File: src/rtl/control_sequencer_pkg.sv
// Shared types for the 16-bit CPU control sequencer: opcodes, FSM states,
// ALU/accumulator selectors and the per-state control decode.
package control_sequencer_pkg;

   typedef enum logic [4:0] {
      OP_NOP = 5'd0,
      OP_LDA = 5'd1,
      OP_STA = 5'd2,
      OP_ADD = 5'd3,
      OP_SUB = 5'd4,
      OP_AND = 5'd5,
      OP_OR  = 5'd6,
      OP_XOR = 5'd7,
      OP_NOT = 5'd8,
      OP_JMP = 5'd9,
      OP_JZ  = 5'd10,
      OP_JC  = 5'd11,
      OP_LDI = 5'd12,
      OP_OUT = 5'd13,
      OP_HLT = 5'd31
   } op_e;

   typedef enum logic [3:0] {
      S_FETCH,
      S_LOADIR,
      S_WAIT,
      S_DECODE,
      S_MEMRD,
      S_LDA,
      S_ALU,
      S_STORE,
      S_IMM,
      S_OUT,
      S_JUMP,
      S_HALT
   } ctrl_state_e;

   typedef enum logic [3:0] {
      ALU_ADD = 4'd0,
      ALU_SUB = 4'd1,
      ALU_AND = 4'd2,
      ALU_OR  = 4'd3,
      ALU_XOR = 4'd4,
      ALU_NOT = 4'd5
   } alu_sel_e;

   typedef enum logic [1:0] {
      ACC_ALU = 2'd0,
      ACC_MEM = 2'd1,
      ACC_IMM = 2'd2
   } acc_src_e;

   typedef struct packed {
      logic     loadIR;
      logic     pc_inc;
      logic     pc_load;
      logic     addr_sel;
      logic     mem_rd;
      logic     mem_wr;
      logic     acc_load;
      acc_src_e acc_src;
      alu_sel_e alu_sel;
      logic     out_load;
      logic     halted;
   } ctrl_out_t;

   function automatic alu_sel_e op_to_alu(input op_e op);
      alu_sel_e sel;
      case (op)
         OP_SUB:  sel = ALU_SUB;
         OP_AND:  sel = ALU_AND;
         OP_OR:   sel = ALU_OR;
         OP_XOR:  sel = ALU_XOR;
         OP_NOT:  sel = ALU_NOT;
         default: sel = ALU_ADD;
      endcase
      return sel;
   endfunction

   // Control word asserted for the whole time the FSM sits in state st.
   function automatic ctrl_out_t ctrl_decode(input ctrl_state_e st, input op_e op);
      ctrl_out_t c;
      c = '0;
      case (st)
         S_LOADIR: begin
            c.loadIR = 1'b1;
            c.pc_inc = 1'b1;
         end
         S_MEMRD: begin
            c.addr_sel = 1'b1;
            c.mem_rd   = 1'b1;
         end
         S_LDA: begin
            c.acc_load = 1'b1;
            c.acc_src  = ACC_MEM;
         end
         S_ALU: begin
            c.acc_load = 1'b1;
            c.acc_src  = ACC_ALU;
            c.alu_sel  = op_to_alu(op);
         end
         S_STORE: begin
            c.addr_sel = 1'b1;
            c.mem_wr   = 1'b1;
         end
         S_IMM: begin
            c.acc_load = 1'b1;
            c.acc_src  = ACC_IMM;
         end
         S_OUT:   c.out_load = 1'b1;
         S_JUMP:  c.pc_load  = 1'b1;
         S_HALT:  c.halted   = 1'b1;
         default: c = '0;
      endcase
      return c;
   endfunction

endpackage

File: src/rtl/control_sequencer.sv
// Fetch/decode/execute sequencer for the 16-bit CPU: drives IR, PC, memory,
// accumulator and ALU controls, counts retired instructions, flags bad opcodes.
module control_sequencer
   import control_sequencer_pkg::*;
#(
   parameter int unsigned DATA_WIDTH = 16,
   parameter int unsigned ALU_OPCODE = 4,
   parameter int unsigned CNT_WIDTH  = 16
) (
   input  logic                                iclk,
   input  logic                                irst_n,
   input  logic                                irun,
   input  logic [ALU_OPCODE:0]                 opcode,
   input  logic [DATA_WIDTH-ALU_OPCODE-2:0]    address,
   input  logic                                zero_flag,
   input  logic                                carry_flag,
   output logic                                loadIR,
   output logic                                pc_inc,
   output logic                                pc_load,
   output logic                                addr_sel,
   output logic                                mem_rd,
   output logic                                mem_wr,
   output logic                                acc_load,
   output logic [1:0]                          acc_src,
   output logic [3:0]                          alu_sel,
   output logic                                out_load,
   output logic [DATA_WIDTH-ALU_OPCODE-2:0]    ir_addr,
   output logic                                halted,
   output logic                                illegal,
   output logic [CNT_WIDTH-1:0]                retired
);

   ctrl_state_e                            r_state;
   ctrl_state_e                            w_next;
   op_e                                    r_op;
   op_e                                    w_op_now;
   ctrl_out_t                              r_out;
   logic [DATA_WIDTH-ALU_OPCODE-2:0]       r_ir_addr;
   logic [CNT_WIDTH-1:0]                   r_retired;
   logic                                   w_illegal;
   logic                                   w_retire;
   logic                                   w_fetch_rd;

   always_comb begin
      // IR fields are only valid in S_DECODE; afterwards the captured opcode is used.
      w_op_now  = (r_state == S_DECODE) ? op_e'(opcode) : r_op;
      w_next    = r_state;
      w_illegal = 1'b0;
      case (r_state)
         S_FETCH:  if (irun) w_next = S_LOADIR;
         S_LOADIR: w_next = S_WAIT;
         S_WAIT:   w_next = S_DECODE;
         S_DECODE: begin
            case (w_op_now)
               OP_NOP: w_next = S_FETCH;
               OP_LDA, OP_ADD, OP_SUB, OP_AND, OP_OR, OP_XOR:
                       w_next = S_MEMRD;
               OP_STA: w_next = S_STORE;
               OP_NOT: w_next = S_ALU;
               OP_JMP: w_next = S_JUMP;
               OP_JZ:  w_next = zero_flag  ? S_JUMP : S_FETCH;
               OP_JC:  w_next = carry_flag ? S_JUMP : S_FETCH;
               OP_LDI: w_next = S_IMM;
               OP_OUT: w_next = S_OUT;
               OP_HLT: w_next = S_HALT;
               default: begin
                  w_next    = S_FETCH;
                  w_illegal = 1'b1;
               end
            endcase
         end
         S_MEMRD:  w_next = (r_op == OP_LDA) ? S_LDA : S_ALU;
         S_HALT:   w_next = S_HALT;
         default:  w_next = S_FETCH;
      endcase
      w_retire   = (w_next == S_FETCH) && (r_state != S_FETCH);
      // The fetch read depends on irun in the same cycle, so it is the one
      // combinational strobe; it is forced low while reset is held.
      w_fetch_rd = (r_state == S_FETCH) && irun && irst_n;
   end

   always_ff @(posedge iclk or negedge irst_n) begin
      if (!irst_n) begin
         r_state   <= S_FETCH;
         r_op      <= OP_NOP;
         r_out     <= '0;
         r_ir_addr <= '0;
         r_retired <= '0;
      end else begin
         r_state <= w_next;
         r_out   <= ctrl_decode(w_next, w_op_now);
         if (r_state == S_DECODE) begin
            r_op      <= op_e'(opcode);
            r_ir_addr <= address;
         end
         if (w_retire) r_retired <= r_retired + CNT_WIDTH'(1);
      end
   end

   assign loadIR   = r_out.loadIR;
   assign pc_inc   = r_out.pc_inc;
   assign pc_load  = r_out.pc_load;
   assign addr_sel = r_out.addr_sel;
   assign mem_rd   = r_out.mem_rd | w_fetch_rd;
   assign mem_wr   = r_out.mem_wr;
   assign acc_load = r_out.acc_load;
   assign acc_src  = r_out.acc_src;
   assign alu_sel  = r_out.alu_sel;
   assign out_load = r_out.out_load;
   assign halted   = r_out.halted;
   assign illegal  = w_illegal;
   assign ir_addr  = r_ir_addr;
   assign retired  = r_retired;

endmodule

File: config.mk
export PLATFORM = sky130hd
export DESIGN_NAME = control_sequencer
export DESIGN_NICKNAME = d
export VERILOG_FILES = /design/src/rtl/control_sequencer_pkg.sv /design/src/rtl/control_sequencer.sv
export SDC_FILE = /design/constraint.sdc
export NUM_CORES = 1
export LEC_CHECK = 0
export ABC_AREA = 1
export CORE_ASPECT_RATIO = 0.8
export CORE_MARGIN = 2
export CORE_UTILIZATION = 45
export DETAILED_ROUTE_END_ITERATION = 7
export GPL_TIMING_DRIVEN = 0
export PLACE_DENSITY_LB_ADDON = 0.08
export SKIP_LAST_GASP = 1
export SYNTH_ARGS = -nofsm -noshare
export SYNTH_HDL_FRONTEND = slang
export SYNTH_SLANG_ARGS = --single-unit
File: constraint.sdc
create_clock -name iclk -period 2.9 [get_ports iclk]
set_input_delay 0.435 -clock iclk [delete_from_list [all_inputs] [get_ports iclk]]
set_output_delay 0.435 -clock iclk [all_outputs]
set_load 0.05 [all_outputs]
== Word-level counts from Yosys, hierarchy flattened ==
Index checks and enable logic that the tools add are counted.

* Logic and storage cells: 75
* Bits in registers: 51
* Bits of input ports: 21

* Reduce and logical (&&, ||, !) cells: 10
* Equality and inequality tests: 29
* Add/sub/neg operators: 1
* Bitwise logic cells: 1
* Muxes and demuxes: 19

{| class="wikitable"
|+ Operators with widths
! kind !! number
|-
| one-hot mux 4 bit (9 select lines) || 1
|-
| equality test 5 x 4 -> 1 bit (second input constant) || 6
|-
| one-hot mux 4 bit (6 select lines) || 1
|-
| equality test 4 x 3 -> 1 bit (second input constant) || 5
|-
| equality test 4 bit (second input constant) || 5
|-
| equality test 5 x 3 -> 1 bit (second input constant) || 4
|-
| adder 16 x 1 -> 16 bit (second input constant) || 1
|-
| one-hot mux 3 bit (5 select lines) || 1
|-
| OR reduction 15 bit || 1
|-
| 2-to-1 mux 4 bit || 3
|-
| equality test 5 x 1 -> 1 bit (second input constant) || 2
|-
| equality test 5 x 2 -> 1 bit (second input constant) || 2
|-
| one-hot mux 3 bit (3 select lines) || 1
|-
| equality test 4 x 1 -> 1 bit (second input constant) || 2
|-
| equality test 4 x 2 -> 1 bit (second input constant) || 2
|-
| logical NOT 4 bit || 2
|-
| 2-to-1 mux 1 bit || 8
|-
| OR reduction 6 bit || 1
|-
| equality test 5 bit (second input constant) || 1
|-
| logical NOT 5 bit || 1
|-
| 2-to-1 mux 5 bit || 1
|-
| 2-to-1 mux 2 bit || 2
|-
| nonzero test 4 bit || 1
|-
| logical AND 1 bit || 3
|-
| 3 further kinds || 3
|}

== Depth between registers and ports, before layout ==
* Word-level depth: 9
* Mapped depth: 17
* Gate-level depth less buffers: 15

== Least setup slack after synthesis ==
Ideal clock, no wire load.

* Path kind: reg-to-output
* From: register r_state[2]
* To: output port illegal
* Arrival: 2.798 ns
* Buffers on the path: 1
* Cell stages (with the launch flop): 11
* Path slack: -0.333 ns
* Cells stage by stage: dfrtp_1 nor2_4 nand2_4 buf_6 nand2_2 nand2_2 nand2_2 nor2_1 a21oi_1 nand2_1 nor4_1

* Cells in the longest elaborated chain, start to end: 6

{| class="wikitable"
|+ RTL lines
! element !! line !! source
|-
| from (decl) || control_sequencer.sv:33 || <nowiki>ctrl_state_e r_state;</nowiki>
|-
| from (signal assigned) || control_sequencer.sv:90 || <nowiki>r_state <= w_next;</nowiki>
|-
| equality test 4 x 2 -> 1 bit * || control_sequencer.sv:46, control_sequencer.sv:49 ||
|-
| 2-to-1 mux 5 bit || n/a ||
|-
| equality test 5 x 4 -> 1 bit (tied with other cells) || control_sequencer.sv:54 || <nowiki>case (w_op_now)</nowiki>
|-
| OR reduction 15 bit (no source line) || n/a ||
|-
| 2-to-1 mux 1 bit || control_sequencer.sv:54 ||
|-
| 2-to-1 mux 1 bit * || control_sequencer.sv:49 || <nowiki>case (r_state)</nowiki>
|-
| to (decl) || control_sequencer.sv:29 || <nowiki>output logic illegal,</nowiki>
|}

Every way passes the cells marked *; elsewhere a longest branch is shown, timed or not.

== Final worst setup path ==
* From: register r_state[3]
* To: output port mem_rd

* Cells in the longest elaborated chain, start to end: 4

{| class="wikitable"
|+ RTL lines
! element !! line !! source
|-
| logical NOT 4 bit || control_sequencer.sv:79 || <nowiki>w_fetch_rd = (r_state == S_FETCH) && irun && irst_n;</nowiki>
|-
| logical AND 1 bit (2 in a row) || control_sequencer.sv:79 ||
|-
| bitwise OR 1 bit || control_sequencer.sv:104 || <nowiki>assign mem_rd = r_out.mem_rd | w_fetch_rd;</nowiki>
|-
| to (decl) || control_sequencer.sv:21 || <nowiki>output logic mem_rd,</nowiki>
|}

No other way between the ends.

==> results by stage <==
Status:
- The flow ran to the end, and the final reports show no timing, DRC or antenna violations.

Synthesis:
- Summing every instance area after synthesis gives 0.00272 mm^2.
- Averaged over all synthesized cells, the footprint is approximately 8.2 um^2.
- The most frequently used flop master after synthesis is sky130_fd_sc_hd__dfrtp_1.
- The count of warnings emitted by yosys is 0.
- The synthesized design contains 0 enable-type register cells.
- The count of unique library cells instantiated by Yosys is 37.
- The number of nets handed over by synthesis was 353.
- In the post-synthesis netlist, the cell with the most instances is sky130_fd_sc_hd__nand2_1.
- Sequential elements use approximately 45% of the synthesized area.
- For this run, asynchronously set or reset flops after synthesis account for 100%.
- The fraction of post-synthesis cell area in the top cell type by area is ~45%.
- In the post-synthesis netlist, the biggest area contributors are sky130_fd_sc_hd__dfrtp_1, sky130_fd_sc_hd__nand2_1, sky130_fd_sc_hd__nand3_1.
- Sorting the synthesized cells by how often they occur yields sky130_fd_sc_hd__nand2_1, sky130_fd_sc_hd__dfrtp_1, sky130_fd_sc_hd__inv_1, sky130_fd_sc_hd__nand3_1, sky130_fd_sc_hd__nor2_1.
- In this run, synthesis produced a sequential element count of 49.
- The dominant cell type by area after synthesis is sky130_fd_sc_hd__dfrtp_1.
- Synthesis produced a netlist whose cell count is 331.

Layout:
- Counting the fill cells in the layout gives 540.
- The final design instance area without fill is 0.00357 mm^2.
- The number of inserted diodes is 0.
- The final instance count without filler cells is 484.
- The final cell utilization of the core is between 60% and 70%.
- After the last flow step, the layout net total stands at 425.
- Of the cells placed in the final design, the portion with a size suffix greater than 1 is about 15%.
- The signed area change from the synthesized netlist to the final layout is 31.1%.

Timing:
- Measured against its own limit, the worst slew margin works out to approximately 64%.
- The measured slew at the worst slew-check pin is 532 ps.
- Setup repair after global routing left no endpoint under its margin.
- The final hold violation count is 0.
- The smallest hold slack is 70.6 ps.
- The peak clock frequency supported by timing is 366 MHz.
- The worst path in the final design needs a cycle of 2740 ps, including I/O delays and setup.
- The final clock skew is 14.1 ps.
- The count of pins over their slew limit was 0.
- The share of the clock period used by the worst path is a little over nine tenths.
- The setup TNS after final layout is 0 ps.
- The smallest setup slack after layout is 164 ps.
- Setup violations remaining at the end of the flow were counted as 0.

Detailed routing:
- The post-detailed-route count of antenna-violating nets is 0.
- The number of vias per cell after detailed routing is ~5.
- The detailed router finished its first iteration with 247 violations.
- The detailed-routing iteration count for the pre-antenna-repair pass is 5.
- The final routed DRC violation total is 0.
- Dividing the detail-routed wire length by the instance count gives 12.9 um.
- After detailed routing, the total wire length is 6250 um.
- The via count is 2,414.

Floorplan:
- The total number of placement rows is 25.
- For this configuration, the core starts out at a cell density of 46.3%.
- The die covers 0.00669 mm^2.
- The die outline height is 73.6 um.
- The width of the die is 91.0 um.
- In this run the count of I/O pins placed on the die edge is 64.
- In this run the standard cell core region covers between 0.005 and 0.006 mm^2.

Place:
- Prior to clock tree synthesis, the placed netlist has a worst setup slack of -182 ps.
- Once placement completed, the tool counted placed cells totaling 475.
- The congestion estimate from routability-driven global placement came to 0.888.
- The placement-stage cell area is 0.00347 mm^2.
- The count of buffers from port buffering is 62.
- After legalization and detailed placement, the total HPWL measured 4630 um.

Power:
- Across the VDD grid, the largest voltage drop is 0.000662 V.
- The power per unit of standard cell area is 1130 mW/mm^2.
- After layout, the design draws a total of 4.03 mW.
- The analysis attributes to cell leakage a power of 1.69 nW.

Critical path:
- The worst endpoint data arrival time is about 2300 ps.
- The worst endpoint required time is between 2000 and 2500 ps.
- Of all nets on the critical path, the largest fanout is 6.
- The worst setup path is captured at an output pin.
- By startpoint and endpoint, the worst setup path is classified as reg -> out.
- The kind of start point of the critical path is a flip-flop.

CTS:
- The CTS tree is done.
- The clock reaches the later pin of the worst-skew pair after 300 ps.
- The number of clock sinks is 49.
- The clock root buffer is sky130_fd_sc_hd__clkbuf_8.
- The number of clock buffers added by TritonCTS is 5.
- The number of H-tree levels is 2.
- The buffer depth of the longest clock path is 2.
- The clock slew seen by the registers of the worst setup and hold paths is around 80 ps.

Global route:
- The number of antenna violations at the first check in global routing is 0.
- The total grt overflow is 0.
- The via count of the first global-routing pass was 2,277.
- The first global-routing pass estimated 10,600 um of wire.
- In the global route stage, overall resource usage came out at 19.7%.
- The maximum number of pins on one net before global-route repair is 34.

Min path:
- The min-delay analysis places its worst path in the category in -> async.

Job:
- The tool flagged a number of max-cap violations equal to 0.
[per-layer routing]
metal | up-vias | wire [um] | GRT usage (%)
li1 | 1204 | - | -
met1 | 1106 | 3130 | 29.8
met2 | 100 | 2590 | 28.4
met3 | 4 | 496 | 4.62
met4 | 0 | 32 | 5.05
met5 | - | 0 | 0
[cell usage in the layout, fill, tap and decap left out, types with 11 or more instances in the layout]
cell type and count:
sky130_fd_sc_hd__buf_4 12, sky130_fd_sc_hd__clkdlybuf4s50_1 60, sky130_fd_sc_hd__dfrtp_1 49, sky130_fd_sc_hd__inv_1 28, sky130_fd_sc_hd__nand2_1 99, sky130_fd_sc_hd__nand2_2 11, sky130_fd_sc_hd__nand3_1 28, sky130_fd_sc_hd__nand4_1 19
sky130_fd_sc_hd__nor2_1 24, sky130_fd_sc_hd__nor3_1 11
[worst max-delay path, cell delays in order (launching register included)]
cell and delay [ps]:
sky130_fd_sc_hd__dfrtp_1 440, sky130_fd_sc_hd__inv_1 90, sky130_fd_sc_hd__nand2_1 110, sky130_fd_sc_hd__nor2_1 340, sky130_fd_sc_hd__a31o_2 230, sky130_fd_sc_hd__clkdlybuf4s50_1 790
[registers in the layout (all words and copies together) (netlist names), 2 cells and up]
| signal | flops |
|---|---|
| acc_src | 2 |
| alu_sel | 3 |
| retired | 16 |
| r_state | 4 |
| r_op | 5 |
| ir_addr | 11 |
[cells by family (layout without fill, tap and decap cells)]
logic type	count (synthesis)	count (layout)	share of synthesized area (%)
buffers and inverters	46	118	9.01
adder cells (fa/ha/maj)	1	1	0.459
AO/OA/AOI/OAI	7	7	2.34
AND/OR/NAND/NOR	220	220	40.8
flip-flops	49	49	45.0
XOR/XNOR	7	7	2.25
other	1	1	0.138
[final timing paths]
check / slack (ps) / end / start / cells past startpoint
setup / recovery: 160 / mem_rd / r_state[3] / 5
setup reg to reg: 510 / retired[1] / r_state[2] / 15
max in group asynchronous: 2320 / retired[13] / irst_n / 2
hold reg to reg: 480 / ir_addr[4] / ir_addr[4] / 2
min in group iclk: 480 / ir_addr[4] / ir_addr[4] / 2
hold / removal: 70 / r_op[4] / irst_n / 1
[where the power goes]
part | internal (mW) | total (mW) | switching (mW)
registers | 0.877 | 1.02 | 0.138
clock network | 0.189 | 0.406 | 0.217
logic | 0.846 | 2.61 | 1.76
total | 1.91 | 4.03 | 2.12
[timing repair]
action,in CTS,in global routing
resized for setup,4,4
endpoints found under the setup margin,1,1
hold buffers,0,0
setup buffers,0,2
pin swaps,0,1
[cell type report]
| type | instances | area, um^2 | share of cell area [%] |
|---|---|---|---|
| multi-input combinational | 236 | 1260 | 35.2 |
| sequential | 49 | 1230 | 34.4 |
| timing repair buffer | 65 | 648 | 18.2 |
| buffer | 15 | 124 | 3.47 |
| inverter | 31 | 121 | 3.40 |
| tap | 81 | 101 | 2.84 |
| clock buffer | 6 | 82.6 | 2.31 |
| clock inverter | 1 | 7.51 | 0.210 |
Note: power is estimated with default switching activity, not from simulation.
